`src/rtl/bcd_countdown_timer_pkg.sv`:
```
// Shared widths, BCD constants and controller state encodings for the MM:SS countdown timer.
package bcd_countdown_timer_pkg;

    localparam int BCD_BIT_WIDTH = 4;

    typedef logic [BCD_BIT_WIDTH-1:0] bcd_t;

    localparam bcd_t BCD_ZERO  = 4'd0;
    localparam bcd_t BCD_ONE   = 4'd1;
    localparam bcd_t BCD_FIVE  = 4'd5;
    localparam bcd_t BCD_NINE  = 4'd9;
    localparam bcd_t DECREMENT = 4'd1;

    localparam logic ENABLED  = 1'b1;
    localparam logic DISABLED = 1'b0;

    typedef enum logic [1:0] {
        STATE_IDLE    = 2'b00,
        STATE_RUN     = 2'b01,
        STATE_PAUSE   = 2'b10,
        STATE_EXPIRED = 2'b11
    } state_e;

    function automatic logic is_zero_time(bcd_t mt, bcd_t mu, bcd_t st, bcd_t su);
        return (mt == BCD_ZERO) && (mu == BCD_ZERO) && (st == BCD_ZERO) && (su == BCD_ZERO);
    endfunction

    // True at 00:01, the only value from which a single decrement reaches 00:00.
    function automatic logic is_last_second(bcd_t mt, bcd_t mu, bcd_t st, bcd_t su);
        return (mt == BCD_ZERO) && (mu == BCD_ZERO) && (st == BCD_ZERO) && (su == BCD_ONE);
    endfunction

endpackage

```
`src/rtl/bcd_countdown_timer_dcounter.sv`:
```
// One BCD down-counting digit: wraps from zero to its limit and raises borrow while doing so.
module bcd_countdown_timer_dcounter
    import bcd_countdown_timer_pkg::*;
(
    input  logic                     clk,
    input  logic                     rst_n,
    input  logic                     decrease,
    input  logic                     load_default,
    input  logic [BCD_BIT_WIDTH-1:0] def_value,
    input  logic [BCD_BIT_WIDTH-1:0] limit,
    output logic [BCD_BIT_WIDTH-1:0] value,
    output logic                     borrow
);

    logic [BCD_BIT_WIDTH-1:0] value_q;
    logic [BCD_BIT_WIDTH-1:0] value_d;

    always_comb begin
        value_d = value_q;
        if (load_default) begin
            value_d = def_value;
        end else if (decrease) begin
            // Out-of-range loads simply step down by one until they reach zero.
            if (value_q == BCD_ZERO) begin
                value_d = limit;
            end else begin
                value_d = value_q - DECREMENT;
            end
        end
    end

    always_ff @(posedge clk or negedge rst_n) begin
        if (!rst_n) begin
            value_q <= BCD_ZERO;
        end else begin
            value_q <= value_d;
        end
    end

    assign value  = value_q;
    assign borrow = decrease && (value_q == BCD_ZERO);

endmodule

```
`src/rtl/bcd_countdown_timer.sv`:
```
// MM:SS countdown timer: four cascaded BCD down digits plus the IDLE/RUN/PAUSE/EXPIRED controller.
//   state         | meaning
//   STATE_IDLE    | loaded or reset, waiting for start
//   STATE_RUN     | digits decrement on every tick
//   STATE_PAUSE   | frozen mid-count, start resumes
//   STATE_EXPIRED | reached 00:00, only load or reset leaves
module bcd_countdown_timer
    import bcd_countdown_timer_pkg::*;
(
    input  logic                     clk,
    input  logic                     rst_n,
    input  logic                     tick,
    input  logic                     start,
    input  logic                     pause,
    input  logic                     load,
    input  logic [BCD_BIT_WIDTH-1:0] preset_min_t,
    input  logic [BCD_BIT_WIDTH-1:0] preset_min_u,
    input  logic [BCD_BIT_WIDTH-1:0] preset_sec_t,
    input  logic [BCD_BIT_WIDTH-1:0] preset_sec_u,
    output logic [BCD_BIT_WIDTH-1:0] min_t,
    output logic [BCD_BIT_WIDTH-1:0] min_u,
    output logic [BCD_BIT_WIDTH-1:0] sec_t,
    output logic [BCD_BIT_WIDTH-1:0] sec_u,
    output logic                     running,
    output logic                     expired
);

    state_e state_q;
    logic   running_q;
    logic   expired_q;

    logic dec_en;
    logic su_borrow;
    logic st_borrow;
    logic mu_borrow;
    logic mt_borrow;
    logic value_nonzero;
    logic reach_zero;

    // load and pause both outrank tick, so either one suppresses the decrement.
    assign dec_en        = tick && (state_q == STATE_RUN) && !load && !pause;
    assign value_nonzero = !is_zero_time(min_t, min_u, sec_t, sec_u);
    assign reach_zero    = dec_en && (is_last_second(min_t, min_u, sec_t, sec_u) || mt_borrow);

    bcd_countdown_timer_dcounter u_sec_u (
        .clk          (clk),
        .rst_n        (rst_n),
        .decrease     (dec_en),
        .load_default (load),
        .def_value    (preset_sec_u),
        .limit        (BCD_NINE),
        .value        (sec_u),
        .borrow       (su_borrow)
    );

    bcd_countdown_timer_dcounter u_sec_t (
        .clk          (clk),
        .rst_n        (rst_n),
        .decrease     (su_borrow),
        .load_default (load),
        .def_value    (preset_sec_t),
        .limit        (BCD_FIVE),
        .value        (sec_t),
        .borrow       (st_borrow)
    );

    bcd_countdown_timer_dcounter u_min_u (
        .clk          (clk),
        .rst_n        (rst_n),
        .decrease     (st_borrow),
        .load_default (load),
        .def_value    (preset_min_u),
        .limit        (BCD_NINE),
        .value        (min_u),
        .borrow       (mu_borrow)
    );

    bcd_countdown_timer_dcounter u_min_t (
        .clk          (clk),
        .rst_n        (rst_n),
        .decrease     (mu_borrow),
        .load_default (load),
        .def_value    (preset_min_t),
        .limit        (BCD_NINE),
        .value        (min_t),
        .borrow       (mt_borrow)
    );

    always_ff @(posedge clk or negedge rst_n) begin
        if (!rst_n) begin
            state_q   <= STATE_IDLE;
            running_q <= DISABLED;
            expired_q <= DISABLED;
        end else if (load) begin
            state_q   <= STATE_IDLE;
            running_q <= DISABLED;
            expired_q <= DISABLED;
        end else begin
            case (state_q)
                STATE_IDLE, STATE_PAUSE: begin
                    if (!pause && start && value_nonzero) begin
                        state_q   <= STATE_RUN;
                        running_q <= ENABLED;
                    end
                end
                STATE_RUN: begin
                    if (pause) begin
                        state_q   <= STATE_PAUSE;
                        running_q <= DISABLED;
                    end else if (reach_zero) begin
                        state_q   <= STATE_EXPIRED;
                        running_q <= DISABLED;
                        expired_q <= ENABLED;
                    end
                end
                STATE_EXPIRED: begin
                    state_q <= STATE_EXPIRED;
                end
                default: begin
                    state_q   <= STATE_IDLE;
                    running_q <= DISABLED;
                    expired_q <= DISABLED;
                end
            endcase
        end
    end

    assign running = running_q;
    assign expired = expired_q;

endmodule

```
`config.mk`:
```
export PLATFORM = sky130hd
export DESIGN_NAME = bcd_countdown_timer
export DESIGN_NICKNAME = d
export VERILOG_FILES = /design/src/rtl/bcd_countdown_timer_pkg.sv /design/src/rtl/bcd_countdown_timer_dcounter.sv /design/src/rtl/bcd_countdown_timer.sv
export SDC_FILE = /design/constraint.sdc
export NUM_CORES = 1
export LEC_CHECK = 0
export BUFFER_PORTS_ARGS = -buffer_cell sky130_fd_sc_hd__buf_4
export CAP_MARGIN = 20
export CORE_AREA = 2 2 65 67
export DETAILED_ROUTE_END_ITERATION = 6
export DIE_AREA = 0 0 67 69
export GPL_TIMING_DRIVEN = 0
export MAX_ROUTING_LAYER = met4
export PLACE_DENSITY_LB_ADDON = 0.15
export SYNTH_ARGS = -nofsm -noshare
export SYNTH_HDL_FRONTEND = slang
export SYNTH_HIERARCHICAL = 1
export SYNTH_SLANG_ARGS = --single-unit
```
`constraint.sdc`:
```
create_clock -name clk -period 2.3 [get_ports clk]
set_clock_uncertainty 0.15 [all_clocks]
set_input_delay 0.23 -clock clk [delete_from_list [all_inputs] [get_ports clk]]
set_output_delay 0.23 -clock clk [all_outputs]
set_load 0.02 [all_outputs]
```
==> impl_metrics.csv <==
group,metric,value,unit
cells_and_area,stdcell_count,291,
power,leakagePower,0.942,nW
sta,hold_viol_final,0,
die,die_y,69,um
logic_synthesis,synthTopCellsByArea,"dfrtp_1, inv_1, or4b_1",
drt,vias_per_cell,5.05,
cts,htree_num_levels,1,
worst_setup_path,cp-end-kind,"flip-flop",
sta,holdWs,0.0460,ns
cts,clockBufferDepth,2,
drt,ant_nets,0,
cells_and_area,antenna_cells,0,
sta,grt_setup_unrepaired,"yes",
logic_synthesis,yosys.area.top_type,"dfrtp_1",
sta,layout_min_cycle_time,2.26,ns
logic_synthesis,synth_top_area_share,32.6,%
worst_setup_path,critical_path_class,"flip-flop to flip-flop",
global_routing,antenna_found_initial,0,
global_routing,grt_pass1_vias,1329,
sta,period_share,98.4,%
logic_synthesis,synth_area,0.00153,mm^2
global_routing,grtUsageTotal,17.1,%
drt,routedWlPerCell,13.1,um
die,die_area,0.00462,mm^2
cells_and_area,nNetsFinal,268,
sta,setup_tns,0,ns
sta,fmax,442,MHz
cts,cts_made_buffers,3,
cells_and_area,final_util,55.1,%
logic_synthesis,netlist_instances,170,
logic_synthesis,synth.most_common_cell,"inv_1",
cells_and_area,drive_gt1_share,35.3,%
die,core_area,0.00391,mm^2
job,maxCapViolCount,0,
cts,clkTransAtPathRegs,0.08,ns
die,rows,23,
worst_setup_path,critPathRequiredTime,2.30,ns
global_routing,grt_start_max_net_pins,21,
logic_synthesis,yosys_warnings,6,
sta,slew_viol_final,0,
power,ir_drop,0.195,mV
cts,cts_sinks,20,
drt,routed_wl,3820,um
worst_setup_path,start_kind,"flip-flop",
cts,cts_tree,"yes",
global_routing,grt_overflow,0,
cells_and_area,area_delta_synth_final,40.5,%
drt,drt-initial-drc-count,83,
logic_synthesis,synth_top_cells_by_count,"inv_1, dfrtp_1, a21oi_1, nor2b_1",
die,start_util,39.2,%
logic_synthesis,synth.distinct_cells,36,
worst_setup_path,crit_fanout,6,
cts,clock_latency,0.27,ns
logic_synthesis,synth_flop_cell,"dfrtp_1",
placement,numPortBuffers,39,
placement,dp_hpwl,2630,um
placement,gp_congestion,0.764,
logic_synthesis,ys_seq_area_share,32.6,%
drt,route.vias.total,1471,
drt,drc_errors,0,
placement,dp.cells,273,
die,die_w,67,um
sta,setup_violations,0,
logic_synthesis,avgSynthCellArea,9.02,um^2
global_routing,grt_first_pass_wirelength,6090,um
logic_synthesis,synthArstFlopShare,100,%
drt,firstDrtPassIters,4,
outcome,status,"complete, no violations",
logic_synthesis,synth-seq-cells,20,
logic_synthesis,synth_edf_count,0,
hold_path,hp-class,"input pin to flip-flop",
power,powerDensity,469,mW/mm^2
die,io_pins,40,
cts,cts-root-buf,"clkbuf_8",
worst_setup_path,worst_ep_arrival_time,2.27,ns
## what timing repair did
| item | in CTS | in global routing |
|---|---|---|
| hold endpoints to repair | 20 | 0 |
| buffers inserted | 6 | 7 |
| gates resized for setup | 4 | 5 |
| pin swaps | 3 | 2 |
| endpoints found under the setup margin | 6 | 4 |
| hold buffers | 1 | 0 |
## stage by stage
stage / worst slack (ns) / cell area (um^2) / power (W)
after floorplan: -0.0291 / 1610 / 0.000595
after global placement: -0.305 / 1960 / 0.000709
after detailed placement: -0.306 / 1960 / 0.000710
after CTS: 0.000239 / 2080 / 0.00100
after global routing: -0.0603 / 2160 / 0.00107
final: 0.0378 / 2160 / 0.00101
## layer usage
layer	share of wire (%)	vias up	wire length, um	global-route usage [%]
met3	3.2	4	121	2.45
met2	46	29	1740	25.7
met5	0	-	0	-
met1	50	687	1920	23.4
met4	0.99	0	38	5.67
li1	-	751	-	-
## worst max-delay path, stage by stage (launching register included)
cell and delay (ns):
dfrtp_2 0.41, inv_2 0.08, ha_4 0.15, nor3b_4 0.19
and2_4 0.18, and2_4 0.16, and2_4 0.17, or4b_4 0.46
a22oi_2 0.12, o21ai_1 0.08
## cell families after synthesis
family / Yosys count / share of synthesized area (%)
flops: 20 / 32.6
simple gates: 61 / 29.8
fa+ha+maj: 4 / 3.26
mux: 4 / 2.61
buf+inv: 27 / 6.61
compound gates: 52 / 24.6
other cells: 2 / 0.490
## final timing paths
| path | startpoint | to | slack (ns) | cells after the start |
|---|---|---|---|---|
| setup / recovery | u_sec_u/value[1] | u_min_t/value[3] | 0.04 | 9 |
| hold / removal | preset_sec_u[1] | u_sec_u/value[1] | 0.05 | 2 |
| setup reg to reg | u_sec_u/value[1] | u_min_t/value[3] | 0.04 | 9 |
| hold reg to reg | expired | expired | 0.40 | 1 |
| max in group asynchronous | rst_n | u_sec_t/value[0] | 1.52 | 2 |
| min in group asynchronous | rst_n | u_min_t/value[2] | 0.23 | 2 |
## sequential cells by signal (all words and copies together) (netlist names)
register       cells
u_min_t/value      4
u_sec_u/value      4
u_sec_t/value      4
running            1
u_min_u/value      4
expired            1
state_q            2
## cell type report
type	count	area [um^2]
Timing Repair Buffer	53	400
Buffer	4	15.0
Sequential cell	20	505
Multi-Input combinational cell	137	1030
Inverter	23	86.3
Tap cell	50	62.6
Fill cell	377	1760
Clock buffer	4	55.1
## cell usage in the layout (no fill, tap or decap), drive strengths merged, types with 5 or more instances in the layout
cell type	n
a21oi	13
and2	5
buf	52
clkbuf	8
conb	16
dfrtp	20
inv	23
nand2	8
nand2b	5
nor2b	12
nor3	5
o21ai	8
or4b	8
## power by group
part | internal (W) | switching, W
Combinational | 0.000145 | 0.000143
Clock | 0.000153 | 0.000133
Sequential | 0.000381 | 0.0000559
Power figures use the tool's default switching activity.
